[src/rtl/mc_pkg.sv]
// Shared types and encodings for the multicycle control unit with interrupts.
package mc_pkg;

  typedef enum logic [2:0] {LOAD, ADD, SUB, AND, INC, NEG, XOR, COMP} alu_op_t;

  typedef enum logic [3:0] {
    RESET_S, FETCH, DECODE, R_EXEC, R_WB, MEM_ADDR, LW_READ, LW_WB,
    SW_WRITE, BEQ, JMP, CHECK, EXC_SAVE, EXC_JUMP
  } state_t;

  localparam logic [5:0] OP_RTYPE = 6'h00;
  localparam logic [5:0] OP_LW    = 6'h23;
  localparam logic [5:0] OP_SW    = 6'h2B;
  localparam logic [5:0] OP_BEQ   = 6'h04;
  localparam logic [5:0] OP_J     = 6'h02;

  localparam logic [5:0] FN_ADD = 6'h20;
  localparam logic [5:0] FN_SUB = 6'h22;
  localparam logic [5:0] FN_AND = 6'h24;
  localparam logic [5:0] FN_XOR = 6'h26;

  localparam logic [2:0] SRCB_B      = 3'd0;
  localparam logic [2:0] SRCB_FOUR   = 3'd1;
  localparam logic [2:0] SRCB_IMM    = 3'd2;
  localparam logic [2:0] SRCB_IMM_SH = 3'd3;

  localparam logic [1:0] PCSRC_ALU    = 2'd0;
  localparam logic [1:0] PCSRC_ALUOUT = 2'd1;
  localparam logic [1:0] PCSRC_JUMP   = 2'd2;
  localparam logic [1:0] PCSRC_EXC    = 2'd3;

  localparam logic [1:0] CAUSE_IRQ = 2'd0;
  localparam logic [1:0] CAUSE_INV = 2'd1;
  localparam logic [1:0] CAUSE_OVF = 2'd2;

  function automatic logic is_rfunct(input logic [5:0] f);
    return (f == FN_ADD) || (f == FN_SUB) || (f == FN_AND) || (f == FN_XOR);
  endfunction

  function automatic alu_op_t funct_op(input logic [5:0] f);
    case (f)
      FN_SUB:  return SUB;
      FN_AND:  return AND;
      FN_XOR:  return XOR;
      default: return ADD;
    endcase
  endfunction

endpackage

[src/rtl/irq_arbiter.sv]
// Sticky pending register for the interrupt lines with mask, lowest-index
// priority select and one-hot acknowledge of the line latched at the boundary.
module irq_arbiter #(
  parameter int N_IRQ = 4
) (
  input  logic             clock,
  input  logic             reset,
  input  logic [N_IRQ-1:0] irq,
  input  logic [N_IRQ-1:0] irq_mask,
  input  logic             take,
  input  logic             ack_en,
  output logic             pending,
  output logic [1:0]       sel_idx,
  output logic [N_IRQ-1:0] irq_ack
);

  logic [N_IRQ-1:0] pend_q, pend_d, eff;
  logic [2:0]       sel, svc_q, svc_d;

  assign eff     = pend_q & irq_mask;
  assign pending = |eff;
  assign sel_idx = sel[1:0];

  // Scan from the top so the lowest active index is the last one written.
  always_comb begin
    sel = '0;
    for (int i = N_IRQ - 1; i >= 0; i--) begin
      if (eff[i]) sel = 3'(i);
    end
  end

  for (genvar gi = 0; gi < N_IRQ; gi++) begin : g_ack
    assign irq_ack[gi] = ack_en && (svc_q == 3'(gi));
  end

  // A line still requesting in its ack cycle stays pending.
  always_comb begin
    pend_d = (pend_q & ~irq_ack) | irq;
    svc_d  = take ? sel : svc_q;
  end

  always_ff @(posedge clock or negedge reset) begin
    if (!reset) begin
      pend_q <= '0;
      svc_q  <= '0;
    end else begin
      pend_q <= pend_d;
      svc_q  <= svc_d;
    end
  end

endmodule

[src/rtl/mc_ctrl_irq.sv]
// Multicycle MIPS-subset control unit with memory wait states, masked
// external interrupts taken at instruction boundaries, and precise exceptions.
module mc_ctrl_irq
  import mc_pkg::*;
#(
  parameter int N_IRQ    = 4,
  parameter int MEM_WAIT = 1,
  parameter int STATE_W  = 4
) (
  input  logic               clock,
  input  logic               reset,
  input  logic [5:0]         opcode,
  input  logic [5:0]         funct,
  input  logic               zero,
  input  logic               overflow,
  input  logic [N_IRQ-1:0]   irq,
  input  logic [N_IRQ-1:0]   irq_mask,
  output logic               PCWrite,
  output logic               IorD,
  output logic               wr,
  output logic               IRWrite,
  output logic               ALUSrcA,
  output logic               AWrite,
  output logic               BWrite,
  output logic               AOWR,
  output logic               RegDst,
  output logic               MemtoReg,
  output logic               RegWrite,
  output logic [2:0]         ALUSrcB,
  output logic [2:0]         ALUOp,
  output logic [1:0]         PCSource,
  output logic               EPCWrite,
  output logic               CauseWrite,
  output logic [3:0]         cause,
  output logic [N_IRQ-1:0]   irq_ack,
  output logic [STATE_W-1:0] Estado
);

  localparam int CW = (MEM_WAIT > 1) ? $clog2(MEM_WAIT) : 1;

  state_t        state_q, state_d;
  logic [CW-1:0] cnt_q, cnt_d;
  logic [3:0]    cause_q, cause_d;
  logic          wait_last, take, ack_en, pending, irq_cause;
  logic [1:0]    sel_idx;

  irq_arbiter #(.N_IRQ(N_IRQ)) u_arb (
    .clock    (clock),
    .reset    (reset),
    .irq      (irq),
    .irq_mask (irq_mask),
    .take     (take),
    .ack_en   (ack_en),
    .pending  (pending),
    .sel_idx  (sel_idx),
    .irq_ack  (irq_ack)
  );

  assign wait_last = (cnt_q == CW'(MEM_WAIT - 1));
  assign irq_cause = (cause_q[3:2] == CAUSE_IRQ);
  assign Estado    = STATE_W'(state_q);

  always_comb begin
    state_d    = state_q;
    cnt_d      = cnt_q;
    cause_d    = cause_q;
    take       = 1'b0;
    ack_en     = 1'b0;
    PCWrite    = 1'b0;
    IorD       = 1'b0;
    wr         = 1'b0;
    IRWrite    = 1'b0;
    ALUSrcA    = 1'b0;
    AWrite     = 1'b0;
    BWrite     = 1'b0;
    AOWR       = 1'b0;
    RegDst     = 1'b0;
    MemtoReg   = 1'b0;
    RegWrite   = 1'b0;
    ALUSrcB    = SRCB_B;
    ALUOp      = LOAD;
    PCSource   = PCSRC_ALU;
    EPCWrite   = 1'b0;
    CauseWrite = 1'b0;
    cause      = '0;
    case (state_q)
      RESET_S: state_d = FETCH;
      FETCH: begin
        ALUSrcB = SRCB_FOUR;
        ALUOp   = ADD;
        if (wait_last) begin
          IRWrite = 1'b1;
          PCWrite = 1'b1;
          cnt_d   = '0;
          state_d = DECODE;
        end else begin
          cnt_d = cnt_q + CW'(1);
        end
      end
      DECODE: begin
        AWrite  = 1'b1;
        BWrite  = 1'b1;
        AOWR    = 1'b1;
        ALUSrcB = SRCB_IMM_SH;
        ALUOp   = ADD;
        if (opcode == OP_RTYPE && is_rfunct(funct)) state_d = R_EXEC;
        else if (opcode == OP_LW || opcode == OP_SW) state_d = MEM_ADDR;
        else if (opcode == OP_BEQ)                   state_d = BEQ;
        else if (opcode == OP_J)                     state_d = JMP;
        else begin
          cause_d = {CAUSE_INV, 2'd0};
          state_d = EXC_SAVE;
        end
      end
      R_EXEC: begin
        ALUSrcA = 1'b1;
        AOWR    = 1'b1;
        ALUOp   = funct_op(funct);
        if (overflow && (funct == FN_ADD || funct == FN_SUB)) begin
          cause_d = {CAUSE_OVF, 2'd0};
          state_d = EXC_SAVE;
        end else begin
          state_d = R_WB;
        end
      end
      R_WB: begin
        RegDst   = 1'b1;
        RegWrite = 1'b1;
        state_d  = CHECK;
      end
      MEM_ADDR: begin
        ALUSrcA = 1'b1;
        ALUSrcB = SRCB_IMM;
        ALUOp   = ADD;
        AOWR    = 1'b1;
        state_d = (opcode == OP_LW) ? LW_READ : SW_WRITE;
      end
      LW_READ: begin
        IorD = 1'b1;
        if (wait_last) begin
          cnt_d   = '0;
          state_d = LW_WB;
        end else begin
          cnt_d = cnt_q + CW'(1);
        end
      end
      LW_WB: begin
        MemtoReg = 1'b1;
        RegWrite = 1'b1;
        state_d  = CHECK;
      end
      SW_WRITE: begin
        IorD    = 1'b1;
        wr      = 1'b1;
        state_d = CHECK;
      end
      BEQ: begin
        ALUSrcA  = 1'b1;
        ALUOp    = SUB;
        PCSource = PCSRC_ALUOUT;
        PCWrite  = zero;
        state_d  = CHECK;
      end
      JMP: begin
        PCSource = PCSRC_JUMP;
        PCWrite  = 1'b1;
        state_d  = CHECK;
      end
      CHECK: begin
        if (pending) begin
          take    = 1'b1;
          cause_d = {CAUSE_IRQ, sel_idx};
          cause   = cause_d;
          state_d = EXC_SAVE;
        end else begin
          state_d = FETCH;
        end
      end
      EXC_SAVE: begin
        EPCWrite   = 1'b1;
        CauseWrite = 1'b1;
        cause      = cause_q;
        // Interrupts resume at the next instruction; faults re-point at the culprit.
        if (!irq_cause) begin
          ALUSrcB = SRCB_FOUR;
          ALUOp   = SUB;
        end
        state_d = EXC_JUMP;
      end
      EXC_JUMP: begin
        PCSource = PCSRC_EXC;
        PCWrite  = 1'b1;
        cause    = cause_q;
        ack_en   = irq_cause;
        state_d  = FETCH;
      end
      default: state_d = RESET_S;
    endcase
  end

  always_ff @(posedge clock or negedge reset) begin
    if (!reset) begin
      state_q <= RESET_S;
      cnt_q   <= '0;
      cause_q <= '0;
    end else begin
      state_q <= state_d;
      cnt_q   <= cnt_d;
      cause_q <= cause_d;
    end
  end

endmodule
[config.mk]
export PLATFORM = sky130hd
export DESIGN_NAME = mc_ctrl_irq
export DESIGN_NICKNAME = d
export VERILOG_FILES = /design/src/rtl/mc_pkg.sv /design/src/rtl/irq_arbiter.sv /design/src/rtl/mc_ctrl_irq.sv
export SDC_FILE = /design/constraint.sdc
export NUM_CORES = 1
export LEC_CHECK = 0
export CORE_MARGIN = 2
export CORE_UTILIZATION = 42
export CTS_BUF_LIST = sky130_fd_sc_hd__clkbuf_2 sky130_fd_sc_hd__clkbuf_4 sky130_fd_sc_hd__clkbuf_8
export DETAILED_ROUTE_END_ITERATION = 10
export PLACE_DENSITY = 0.79
export SYNTH_ARGS = -nofsm -noshare
export SYNTH_HDL_FRONTEND = slang
export SYNTH_SLANG_ARGS = --single-unit
export TNS_END_PERCENT = 50
[constraint.sdc]
create_clock -name clock -period 2.02 [get_ports clock]
set_input_delay 0.303 -clock clock [delete_from_list [all_inputs] [get_ports clock]]
set_output_delay 0.303 -clock clock [all_outputs]
set_load 0.02 [all_outputs]
* Word-level counts from Yosys, hierarchy flattened
Cells that the tools add are included.
** Storage, ports and cells
- Flip-flop bits (word level) :: 16
- Logic and storage cells :: 115
- Input port bits :: 24
- Output and inout port bits :: 33
** Cells by class
- Muxes and demuxes :: 45
- Bitwise operators :: 4
- Equal/unequal tests :: 32
- Add/subtract/negate cells :: 1
- Reduce and logical (&&, ||, !) cells :: 28
** Operators with widths (number)
- $mux W4 :: 13
- $eq A6 B6 Y1 const B :: 6
- $pmux W4 S9 :: 1
- $eq A4 B4 Y1 const B :: 6
- $eq A4 B3 Y1 const B :: 4
- $mux W1 :: 16
- $ne A2 B2 Y1 const B :: 8
- $mux W3 :: 5
- $pmux W3 S4 :: 1
- $pmux W4 S3 :: 1
- $reduce_or A2 Y1 :: 6
- $pmux W3 S3 :: 1
- $reduce_or A3 Y1 :: 3
- $and A4 B4 Y4 :: 2
- $eq A4 B2 Y1 const B :: 2
- $pmux W2 S4 :: 1
- $pmux W4 S2 :: 1
- $reduce_and A7 Y1 :: 1
- $eq A3 B2 Y1 const B :: 2
- $eq A6 B2 Y1 const B :: 1
- $eq A6 B3 Y1 const B :: 1
- $logic_and A1 B1 Y1 :: 6
- $logic_not A6 Y1 :: 1
- $mux W2 :: 3
- other kinds (15) :: 18

* Depth between registers and ports, before layout
- Word-level depth :: 7
- Depth in mapped cells :: 8
- Mapped depth without buffers :: 7

* By module
From an unflattened synthesis, not the netlist that was laid out.
** Second synthesis, totals
- Cells, all modules :: 156
- Area total of the unflattened synthesis :: 1248.7 µm²
** Modules (own cells, without submodules)
- mc_ctrl_irq :: instances 1, cells an instance 125, area each 930.9 µm², sequential area each 200.2 µm²
- irq_arbiter :: instances 1, cells an instance 31, area each 317.8 µm², sequential area each 150.1 µm²

* Least setup slack after synthesis
No wires, ideal clock.
- Kind :: register to output
- From :: register state_q[2] (netlist: Estado[2])
- To :: output irq_ack[0]
- Required time :: 1.717 ns
- Data arrival time :: 1.792 ns
- Path slack :: -0.075 ns
- Path buffers :: 1
- Cell stages (with the launch flop) :: 5
- Cell sequence :: dfrtp_1 > clkbuf_1 > nand2_1 > nor4_1 > nor3b_1
** Between the ends
- Longest elaborated chain between the ends :: 3
** RTL lines
- from (decl) :: line mc_ctrl_irq.sv:41 : state_t state_q, state_d;
- from (signal assigned) :: line mc_ctrl_irq.sv:207 : state_q <= state_d;
- $eq A4 B4 Y1 :: line mc_ctrl_irq.sv:86 : case (state_q)
- $mux W1 :: line mc_ctrl_irq.sv:86
- $logic_and A1 B1 Y1 :: line irq_arbiter.sv:33 : assign irq_ack[gi] = ack_en && (svc_q == 3'(gi));
- to (decl) :: line mc_ctrl_irq.sv:35 : output logic [N_IRQ-1:0] irq_ack,
No other way between the ends.

* Worst setup path in the final report
- From :: register state_q[1] (netlist: Estado[1])
- To :: output IorD
** Between the ends
- Longest elaborated chain between the ends :: 3
- Elaborated cells on any way between the ends :: 4
- Classes of those cells :: eq/ne (2); mux (1); reduce/logical (1)
** RTL lines
- $eq A4 B3 Y1 or $eq A4 B4 Y1 (tied branches) :: line mc_ctrl_irq.sv:86
- $reduce_or A2 Y1 (no source line) (*)
- $mux W1 (*) :: line mc_ctrl_irq.sv:86
- to (decl) :: line mc_ctrl_irq.sv:19 : output logic IorD,
Every way passes the cells marked *; elsewhere a longest branch is shown, timed or not.

==> flow_summary.yaml <==
run_status:
  status: "finished with violations"
  failed_checks: "setup timing"
critical_path:
  r2r_end: "cause_q[2]$_DFFE_PN0P_"
  endpoint: "IorD"
  end_kind: "primary output"
  crit_type: "flip-flop to primary output"
  r2r_cells: 9
  crit_fanout: 7
  path_buf_inv: 3
  crit_top_cell: "buf_4"
  r2r_slack_ns: 0.12
  critPathLaunch: "Estado[1]$_DFF_PN0_"
  cp-start-kind: "flip-flop"
  worstSetupPathDepth: 6
  crit_path_max_incr_delay_ns: 0.46
  path_cells: "buf_12, buf_4, nand2b_1, o21a_1, nor2_1, buf_4"
  reg2reg_from: "Estado[1]$_DFF_PN0_"
  worstPathRequired_ns: 1.72
  worstPathArrival_ns: 1.74
  critPathSlowestCell: "dfrtp_2"
  cp_top_family: "flip-flops"
detailed_routing:
  antenna_left: 0
  vias_per_cell: 5.536
  dr.pass1.iters: 4
  wl_met3_um: 141
  drtIter0Drc: 45
  routed_wl_mm: 4.602
  top_layer_used: "met4"
  vias: 1550
  remaining_drc_errors: 0
  wirelength_met1_mm: 2.014
  met2WireLength_mm: 2.387
  post_drt_wl_per_cell_um: 16.44
timing:
  fmax_mhz: 490.6
  min_period_ns: 2.038
  relSlewSlack: 0.5702
  tightest_slew_ns: 0.6427
  skew_ns: 0.001738
  maxSlewViolCount: 0
  setup_ws_ns: -0.01833
  holdWs_ns: 0.4088
  finalCritPeriodShare: 1.009
  finalSetupViolations: 2
  hold_violations: 0
  rsz0062_at_grt: "true"
global_route:
  grt_remaining_overflow: 0
  grt_pass1_vias: 1577
  grt_pass1_wl_mm: 7.410
  grt_usage: 0.2881
  antenna_found_initial: 0
  grt_max_degree: 15
synthesis:
  async_reset_ff_frac: 1.000
  netlist_instances: 156
  synth_edf_count: 0
  syn_nets: 180
  yosysSeqAreaShare: 0.2923
  synth-seq-cells: 14
  netlist_area_um2: 1199
  yosys.cell_types.count: 50
  avgSynthCellArea_um2: 7.684
  synth_flop_cell: "dfrtp_1"
  yosysWarnings: 0
power_and_ir_drop:
  pwr-share-seq: 0.174
  p_switching_w: 0.001355
  total_power_w: 0.002770
  clockPowerShare: 0.058
  powerDensity_nw_per_um2: 1313
  p_comb_frac: 0.769
  power.internal_w: 0.001415
  p_leak_nw: 1.071
  swShare: 0.4890
  irDropWorstVdd_mv: 1.067
clock_network:
  cts_tree: "yes"
  cts_hold_buf: 0
  path_clk_slew_ns: 0.08
  worstSkewPairLatency_ns: 0.28
  root_buffer: "clkbuf_4"
  cts_sinks: 14
  htreeDepth: 1
  numCtsBuffers: 3
  clockBufferDepth: 2
place:
  pre_cts_ws_ns: -0.5096
  gp_congestion: 0.9201
  port_buffers: 55
  dp_cells: 275
  dp_hpwl_mm: 3.727
cells_and_area:
  seqCellArea_um2: 352.8
  multi_input_area_um2: 849.6
  drive_above_1_share: 0.4177
  fillers: 193
  postLayoutCoreUtil: 0.7716
  antennaDiodeCount: 0
  syn_to_final_growth_pct: 75.99
  nets: 275
  fin_cells: 280
floorplanning:
  core.rowCount: 19
  initial_core_util: 0.4384
  io_pins: 57
  coreArea_um2: 2734
  chipHeight_um: 57.42
  die_area_um2: 3297
  die_w_um: 57.42
worst_hold_path:
  hold_path_class: "input port to asynchronous set/reset pin"
run:
  maxCapViolCount: 0
-- power by group through the flow --
stage | logic [W] | clock network (W) | registers (W)
global route | 0.00227 | 0.000178 | 0.000491
global placement | 0.00208 | 0 | 0.000456
detailed placement | 0.00214 | 0 | 0.000463
finish | 0.00213 | 0.000159 | 0.000481
floorplan | 0.00102 | 0 | 0.000488
CTS | 0.00205 | 0.000161 | 0.000469
-- registers in the layout, summed over array words and instances, names as in the netlist --
register	cells
Estado	4
cause_q	4
u_arb.pend_q	4
u_arb.svc_q	2
-- what timing repair did --
item	CTS	global route
pin swaps	3	8
resized for setup	92	43
endpoints found under the setup margin	29	28
buffers inserted	0	3
-- stage by stage --
step	cell area [um^2]	TNS, ns
after floorplan	1204	0
after global placement	2078	-3.565
after detailed placement	2078	-4.588
after CTS	2082	-0.09921
after global routing	2110	-0.5207
final	2110	-0.03313
-- cells by family after synthesis --
| group | count (synthesis) | synth area share |
|---|---|---|
| xor+xnor | 1 | 0.007308 |
| simple gates | 74 | 0.3403 |
| flops | 14 | 0.2923 |
| other cells | 1 | 0.003129 |
| mux | 1 | 0.008351 |
| compound gates | 44 | 0.2724 |
| buf+inv | 21 | 0.07619 |
-- final cells by class --
type | count | share of cell area
Sequential cell | 14 | 0.1673
Inverter | 11 | 0.01957
Clock buffer | 3 | 0.01068
Multi-Input combinational cell | 121 | 0.4027
Tap cell | 31 | 0.01839
Timing Repair Buffer | 100 | 0.3814
-- cell usage after synthesis (2+ instances only) --
cell type	number	share of area
nand2_1	17	0.053
nor2_1	17	0.053
dfrtp_1	14	0.29
inv_1	10	0.031
o21ai_0	9	0.038
o21bai_1	6	0.038
clkbuf_1	5	0.016
nand3_1	5	0.021
nor3_1	5	0.021
a21o_1	4	0.025
a21oi_1	4	0.017
and2_1	4	0.021
nor2b_1	4	0.021
buf_4	3	0.019
nand2b_1	3	0.016
nand4_1	3	0.016
nor4_1	3	0.016
o211ai_1	3	0.019
a22oi_1	2	0.013
a31oi_1	2	0.010
and3_1	2	0.010
o211ai_2	2	0.021
or3_1	2	0.010
-- worst min path at each step --
stage                                  to  slack (ns)  depth (start not counted)
5_1_grt        u_arb.svc_q[1]$_DFFE_PN0P_        0.44                          1
4_1_cts         u_arb.pend_q[1]$_DFF_PN0_        0.41                          1
3_3_place_gp       cause_q[1]$_DFFE_PN0P_        0.49                          2
2_1_floorplan         Estado[0]$_DFF_PN0_       0.007                          0
3_5_place_dp       cause_q[1]$_DFFE_PN0P_        0.52                          2
6_report        u_arb.pend_q[1]$_DFF_PN0_        0.41                          1
-- worst reg2reg max path, stage by stage (launching register included) --
cell,delay [ns]
dfrtp_2,0.46
buf_12,0.15
buf_4,0.14
nor2b_4,0.14
nand2_2,0.09
inv_2,0.06
o2111ai_2,0.09
o211ai_2,0.16
buf_4,0.17
o32a_1,0.32
-- routing by layer --
layer  track usage  vias to the layer above
li1              -                      754
met3       0.04989                        8
met4       0.05980                        0
met5             0                        -
met2        0.4951                       38
met1        0.3791                      750
-- placed cells by master (no fill, tap or decap), types with 4 or more instances in the layout --
master and instances:
clkbuf_2 8, o21bai_1 6, inv_1 10, buf_2 8, o21ai_0 8, nor2_1 12, buf_4 52, clkdlybuf4s50_1 23
dfrtp_1 12, nand3_1 4, nand2_1 16, a21oi_1 4, a21o_1 4, nor2_2 4
Note: power is estimated with default switching activity, not from simulation.
